## config.mk

```make
export PLATFORM = sky130hd
export DESIGN_NAME = sha_mem_arbiter_flat
export DESIGN_NICKNAME = d
export VERILOG_FILES = /design/src/rtl/sha_mem_arbiter_if.sv /design/src/rtl/sha_mem_arbiter.sv /design/src/flat_wrapper.sv
export SDC_FILE = /design/constraint.sdc
export NUM_CORES = 1
export LEC_CHECK = 0
export ABC_AREA = 1
export CORE_AREA = 3 3 126 128
export CTS_BUF_LIST = sky130_fd_sc_hd__clkbuf_8
export DETAILED_ROUTE_END_ITERATION = 10
export DIE_AREA = 0 0 129 131
export GPL_TIMING_DRIVEN = 0
export SYNTH_ARGS = -nofsm -noshare
export SYNTH_HDL_FRONTEND = slang
export SYNTH_SLANG_ARGS = --single-unit
```

## constraint.sdc

```tcl
create_clock -name clk -period 1.88 [get_ports clk]
set_clock_uncertainty 0.2 [all_clocks]
set_input_delay 0.282 -clock clk [delete_from_list [all_inputs] [get_ports clk]]
set_output_delay 0.282 -clock clk [all_outputs]
set_load 0.005 [all_outputs]
```

## src/rtl/sha_mem_arbiter_if.sv

```systemverilog
// Hasher-array and memory-side bus shared by the arbiter and its environment.
interface sha_mem_arbiter_if #(
    parameter int unsigned NUM_REQ = 4,
    parameter int unsigned ADDR_W  = 16,
    parameter int unsigned DATA_W  = 32
);
    localparam int unsigned OWN_W = $clog2(NUM_REQ);

    logic [NUM_REQ-1:0]        req;
    logic [NUM_REQ-1:0]        req_we;
    logic [NUM_REQ*ADDR_W-1:0] req_addr;
    logic [NUM_REQ*DATA_W-1:0] req_wdata;
    logic [NUM_REQ-1:0]        gnt;
    logic [DATA_W-1:0]         req_rdata;
    logic                      busy;
    logic [OWN_W-1:0]          owner;
    logic                      mem_clk;
    logic                      mem_we;
    logic [ADDR_W-1:0]         mem_addr;
    logic [DATA_W-1:0]         mem_write_data;
    logic [DATA_W-1:0]         mem_read_data;

    // Arbiter side.
    modport slave (
        input  req, req_we, req_addr, req_wdata, mem_read_data,
        output gnt, req_rdata, busy, owner, mem_clk, mem_we, mem_addr, mem_write_data
    );

    // Environment side: hashers plus memory.
    modport master (
        output req, req_we, req_addr, req_wdata, mem_read_data,
        input  gnt, req_rdata, busy, owner, mem_clk, mem_we, mem_addr, mem_write_data
    );
endinterface

```

## src/rtl/sha_mem_arbiter.sv

```systemverilog
// Job-level round-robin arbiter sharing one synchronous memory port among hashers.
module sha_mem_arbiter #(
    parameter int unsigned NUM_REQ = 4,
    parameter int unsigned ADDR_W  = 16,
    parameter int unsigned DATA_W  = 32
) (
    input  logic                clk,
    input  logic                reset,
    sha_mem_arbiter_if.slave    bus
);
    localparam int unsigned OWN_W = $clog2(NUM_REQ);

    typedef enum logic [1:0] {
        IDLE = 2'd0,
        OWN  = 2'd1,
        TURN = 2'd2
    } state_t;

    state_t             state, state_n;
    logic [NUM_REQ-1:0] gnt, gnt_n;
    logic [OWN_W-1:0]   owner, owner_n;
    logic [OWN_W-1:0]   rr_ptr, rr_ptr_n;
    logic               busy, busy_n;
    logic [OWN_W-1:0]   win;
    logic               any_req;

    // State register plus registered grant/owner/pointer outputs.
    always_ff @(posedge clk or posedge reset) begin
        if (reset) begin
            state  <= IDLE;
            gnt    <= '0;
            owner  <= '0;
            rr_ptr <= '0;
            busy   <= 1'b0;
        end else begin
            state  <= state_n;
            gnt    <= gnt_n;
            owner  <= owner_n;
            rr_ptr <= rr_ptr_n;
            busy   <= busy_n;
        end
    end

    // Round-robin pick: first requester at or above rr_ptr, wrapping.
    always_comb begin
        win     = '0;
        any_req = 1'b0;
        for (int unsigned i = 0; i < NUM_REQ; i++) begin
            int unsigned idx;
            idx = 32'(rr_ptr) + i;
            if (idx >= NUM_REQ) begin
                idx = idx - NUM_REQ;
            end
            if (!any_req && bus.req[OWN_W'(idx)]) begin
                any_req = 1'b1;
                win     = OWN_W'(idx);
            end
        end
    end

    // Next-state: grant from IDLE/TURN, hold for whole job, one turnaround on release.
    always_comb begin
        state_n  = state;
        gnt_n    = gnt;
        owner_n  = owner;
        rr_ptr_n = rr_ptr;
        unique case (state)
            IDLE, TURN: begin
                if (any_req) begin
                    state_n = OWN;
                    gnt_n   = NUM_REQ'(1) << win;
                    owner_n = win;
                end else begin
                    state_n = IDLE;
                    gnt_n   = '0;
                end
            end
            OWN: begin
                if (!bus.req[owner]) begin
                    state_n  = TURN;
                    gnt_n    = '0;
                    rr_ptr_n = (owner == OWN_W'(NUM_REQ - 1)) ? '0 : owner + OWN_W'(1);
                end
            end
            default: begin
                state_n = IDLE;
                gnt_n   = '0;
            end
        endcase
        busy_n = |gnt_n;
    end

    // Memory mux: owner's request passes straight through only while in OWN.
    always_comb begin
        bus.mem_we         = 1'b0;
        bus.mem_addr       = '0;
        bus.mem_write_data = '0;
        if (state == OWN) begin
            bus.mem_we         = bus.req_we[owner] & bus.req[owner];
            bus.mem_addr       = bus.req_addr[32'(owner) * ADDR_W +: ADDR_W];
            bus.mem_write_data = bus.req_wdata[32'(owner) * DATA_W +: DATA_W];
        end
    end

    assign bus.gnt       = gnt;
    assign bus.owner     = owner;
    assign bus.busy      = busy;
    assign bus.mem_clk   = clk;
    assign bus.req_rdata = bus.mem_read_data;

endmodule
```

## src/flat_wrapper.sv

```systemverilog
// flat-port wrapper written by rule: the top's interface ports become plain ports
module sha_mem_arbiter_flat 
#(
    parameter int unsigned NUM_REQ = 4,
    parameter int unsigned ADDR_W  = 16,
    parameter int unsigned DATA_W  = 32
)
  (clk, reset, bus_req, bus_req_we, bus_req_addr, bus_req_wdata, bus_mem_read_data, bus_gnt, bus_req_rdata, bus_busy, bus_owner, bus_mem_clk, bus_mem_we, bus_mem_addr, bus_mem_write_data);
  sha_mem_arbiter_if #(.NUM_REQ(NUM_REQ), .ADDR_W(ADDR_W), .DATA_W(DATA_W)) bus_i ();
  input  logic clk;
  input  logic reset;
  input wire logic [$bits(bus_i.req)-1:0] bus_req;
  input wire logic [$bits(bus_i.req_we)-1:0] bus_req_we;
  input wire logic [$bits(bus_i.req_addr)-1:0] bus_req_addr;
  input wire logic [$bits(bus_i.req_wdata)-1:0] bus_req_wdata;
  input wire logic [$bits(bus_i.mem_read_data)-1:0] bus_mem_read_data;
  output wire logic [$bits(bus_i.gnt)-1:0] bus_gnt;
  output wire logic [$bits(bus_i.req_rdata)-1:0] bus_req_rdata;
  output wire logic [$bits(bus_i.busy)-1:0] bus_busy;
  output wire logic [$bits(bus_i.owner)-1:0] bus_owner;
  output wire logic [$bits(bus_i.mem_clk)-1:0] bus_mem_clk;
  output wire logic [$bits(bus_i.mem_we)-1:0] bus_mem_we;
  output wire logic [$bits(bus_i.mem_addr)-1:0] bus_mem_addr;
  output wire logic [$bits(bus_i.mem_write_data)-1:0] bus_mem_write_data;
  assign bus_i.req = bus_req;
  assign bus_i.req_we = bus_req_we;
  assign bus_i.req_addr = bus_req_addr;
  assign bus_i.req_wdata = bus_req_wdata;
  assign bus_i.mem_read_data = bus_mem_read_data;
  assign bus_gnt = bus_i.gnt;
  assign bus_req_rdata = bus_i.req_rdata;
  assign bus_busy = bus_i.busy;
  assign bus_owner = bus_i.owner;
  assign bus_mem_clk = bus_i.mem_clk;
  assign bus_mem_we = bus_i.mem_we;
  assign bus_mem_addr = bus_i.mem_addr;
  assign bus_mem_write_data = bus_i.mem_write_data;
  sha_mem_arbiter #(.NUM_REQ(NUM_REQ), .ADDR_W(ADDR_W), .DATA_W(DATA_W)) u_core (.clk(clk), .reset(reset), .bus(bus_i));
endmodule
```

; ---- After elaboration in Yosys (flattened, before gate mapping)
; Cells that the tools add are included.
; W data, S select, Z words.
[classes]
n_shift = 3
eq_ne = 4
n_bitwise = 2
mux = 34
n_lt_le_gt_ge = 9
n_reduce_logical = 11
addsub = 8
[ops]
columns = cell, n
row1 = $shiftx A128 B8 Y32, 1
row2 = $shiftx A64 B7 Y16, 1
row3 = $mux W32, 1
row4 = $mux W2, 10
row5 = $mux W16, 1
row6 = $lt A2 B3 Y1 const B, 5
row7 = $bmux W1 S2, 6
row8 = $mux W1, 12
row9 = $ge A3 B3 Y1 const B, 3
row10 = $mux W4, 2
row11 = $pmux W4 S2, 1
row12 = $sub A2 B1 Y2 const B, 4
row13 = $add A2 B2 Y3 const B, 2
row14 = $eq A2 B2 Y1 const B, 2
row15 = $pmux W2 S2, 1
row16 = $reduce_and A2 Y1, 2
row17 = $reduce_or A4 Y1, 1
row18 = $shl A1 B2 Y4 const A, 1
row19 = $add A2 B1 Y3 const B, 1
row20 = $ge A2 B3 Y1 const B, 1
row21 = $logic_and A1 B1 Y1, 3
row22 = $logic_not A1 Y1, 3
row23 = $add A2 B1 Y2 const B, 1
row24 = $eq A2 B1 Y1 const B, 1
row25 = 5 further kinds, 5
[totals]
regBits = 11

; ---- Depth between registers and ports, before layout
[logic_depth]
depth_word = 18
depth_mapped = 13
mapped_depth_nobuf = 13

==> flow_metrics.env <==
export IMPL_setup_violations=57
export IMPL_power_density_nw_per_um2=1240
export IMPL_power_mw=8.10
export IMPL_ys_flop_type="dfrtp_1"
export IMPL_max_stage_delay_ns=0.37
export IMPL_min_delay_path_class="primary input to asynchronous set/reset pin"
export IMPL_dieArea_um2=16900
export IMPL_critPathKind="register to output pin"
export IMPL_status="finished with violations"
export IMPL_dr_pass1_iters=4
export IMPL_drv_cap=0
export IMPL_port_buffers=290
export IMPL_drc_errors=0
export IMPL_holdBufCountCts=0
export IMPL_grt_max_degree=12
export IMPL_insertedDiodeCount=0
export IMPL_min_period_ns=2.38
export IMPL_final_util_pct=43.5
export IMPL_crit_arrival_ns=1.90
export IMPL_regArea_um2=277
export IMPL_cp_required_ns=1.40
export IMPL_crit_path_start="u_core.bus.owner[1]"
export IMPL_hpwl_um=13100
export IMPL_fill_cells=1608
export IMPL_r2r_start="u_core.bus.owner[1]"
export IMPL_grt_first_pass_wirelength_um=23500
export IMPL_ys_types=23
export IMPL_syn_cell_area_um2=2720
export IMPL_cpMostUsedCell="buf_6"
export IMPL_initialDrtViolationCount=199
export IMPL_synth_cells=528
export IMPL_yosysTopAreaCell="nor2_1"
export IMPL_worstMarginPinSlew_ns=0.428
export IMPL_clk_latency_ns=0.35
export IMPL_synth_common_cells="201 x nor2_1, 104 x o21ai_0, 52 x a21oi_1"
export IMPL_drtAntennaViolNets=0
export IMPL_cp_max_fo=8
export IMPL_start_util_pct=18.2
export IMPL_area_delta_synth_final_pct=139
export IMPL_yosysMostFrequentCell="nor2_1"
export IMPL_max_slew_margin_rel_pct=71.4
export IMPL_violations="negative setup slack"
export IMPL_yosys_warnings=0
export IMPL_grt_overflow_total=0
export IMPL_grt_usage_pct=17.8
export IMPL_syn_area_per_cell_um2=5.15
export IMPL_grt_pass1_vias=4386
export IMPL_leakagePower_nw=2.88
export IMPL_clk_pin_slew_worst_paths_ns=0.05
export IMPL_syn_nets=763
export IMPL_gp_congestion=0.789
export IMPL_nNetsFinal=1086
export IMPL_stdcell_count=1038
export IMPL_fmax_mhz=420
export IMPL_final_area_um2=6510
export IMPL_tritoncts="done"
export IMPL_dpl_cell_area_um2=5860
export IMPL_via_per_inst=4.39
export IMPL_drive_gt1_share_pct=28.6
export IMPL_antenna_found_initial=0
export IMPL_io_pins=323
export IMPL_critPathLaunchType="register"
export IMPL_max_vdd_ir_drop_uv=427
export IMPL_rsz0062_at_grt="true"
export IMPL_synthTopCellsByArea="nor2_1 28%, o21ai_0 19%, dfrtp_1 10%, a21oi_1 9.6%, buf_4 9.1%"
export IMPL_core_area_um2=15000
export IMPL_end_kind="output pin"
export IMPL_path_cells="buf_6 -> clkinvlp_4 -> buf_6 -> clkbuf_16 -> nor2_1 -> o21ai_0 -> a21oi_1 -> buf_2"
export IMPL_regToRegSetupSlack_ns=-0.20
export IMPL_via_count=4552
export IMPL_multi_input_area_um2=2240
export IMPL_synth_async_reset_ratio_pct=100
export IMPL_dieHeight_um=131
export IMPL_synth_top_area_share_pct=27.7
export IMPL_synth_seq_cells=11
export IMPL_post_place_ws_ns=-1.21
export IMPL_post_drt_wl_per_cell_um=16.4
export IMPL_synth_edf_count=0
export IMPL_finalMaxSlewViolations=0
export IMPL_drt_total_wl_um=17000
export IMPL_period_share_pct=127
export IMPL_core_rowCount=45
export IMPL_die_w_um=129
export IMPL_ys_seq_area_share_pct=10.1
export IMPL_fin_ws_ns=-0.503
export IMPL_dp_cells=1006
export IMPL_critPathSlowestCell="dfrtp_1"
export IMPL_hold_viol=0
[sequential cells by signal (all words and copies together) (netlist names)]
register,count
u_core.state,2
u_core.bus.owner,2
u_core.bus.gnt,4
u_core.rr_ptr,2
u_core.bus.busy,1
[critical path, delay by kind of cell (launching register included)]
family / cells / cell delay [ns]
simple gates: 1 / 0.12
compound gates: 2 / 0.30
buf+inv: 5 / 0.76
flops: 1 / 0.37
[final timing paths]
kind,cells past startpoint,endpoint
worst min-delay path,2,u_core.bus.gnt[2]
worst min register to register,2,u_core.bus.gnt[2]
worst max register to register,13,u_core.bus.busy
min in group clk,2,u_core.bus.gnt[2]
max in group asynchronous,2,u_core.bus.owner[0]
worst max-delay path,8,bus_mem_write_data[2]
[layout make-up]
cell class	instances	share of cell area, %
multi-input cells	428	34.4
repair buffers	315	45.5
well taps	188	3.61
clock inverters	1	0.0769
inverters	18	1.13
clock buffers	7	1.44
plain buffers	70	9.61
flip-flops and latches	11	4.25
[per-stage QoR]
| step | hold slack [ns] | setup TNS [ns] |
|---|---|---|
| global placement | 0.297 | -47.99 |
| floorplan | -0.0656 | 0 |
| finish | 0.0341 | -20.58 |
| detailed placement | 0.294 | -49.05 |
| global route | 0.0725 | -26.58 |
| CTS | 0.0454 | -21.89 |
[what timing repair did]
action                     in CTS  in global routing
resized for setup             315                123
setup buffers                  16                  6
setup endpoints to repair      54                 59
gates cloned                    3                  2
pin swaps                      56                 68
[cells by family (layout without fill, tap and decap cells)]
kind of cell,count (synthesis),in the layout,share of synthesized area [%]
simple gates,270,270,42.9
compound gates,157,157,28.9
buf+inv,89,411,17.7
flops,11,11,10.1
fa+ha+maj,1,1,0.460
[layout by cell type (no fill, tap or decap), drive strengths merged, types with 11 or more instances in the layout]
| master | synthesis | routed |
|---|---|---|
| clkdlybuf4s50 | 0 | 238 |
| nor2 | 204 | 204 |
| buf | 50 | 126 |
| o21ai | 104 | 104 |
| a21oi | 52 | 52 |
| nand2 | 48 | 48 |
| clkbuf | 21 | 26 |
| inv | 18 | 17 |
| nand3 | 15 | 15 |
| dfrtp | 11 | 11 |
[power breakdown]
group	internal, mW	leakage [nW]	total [mW]	switching (mW)
Sequential	0.345	0.138	0.420	0.0750
Clock	0.321	0.0531	0.459	0.138
Combinational	3.30	2.69	7.22	3.92
[metal layers]
layer  global-route usage [%]  vias to the layer above  part of all wire [%]  routed length, um
met5                        0                        -                     0                  0
met4                     3.34                        0                  0.99                169
met3                     3.86                       13                   6.7               1140
met2                     31.4                      176                    51               8640
met1                     22.4                     2040                    42               7100
li1                         -                     2323                     -                  -
Power figures use the tool's default switching activity.
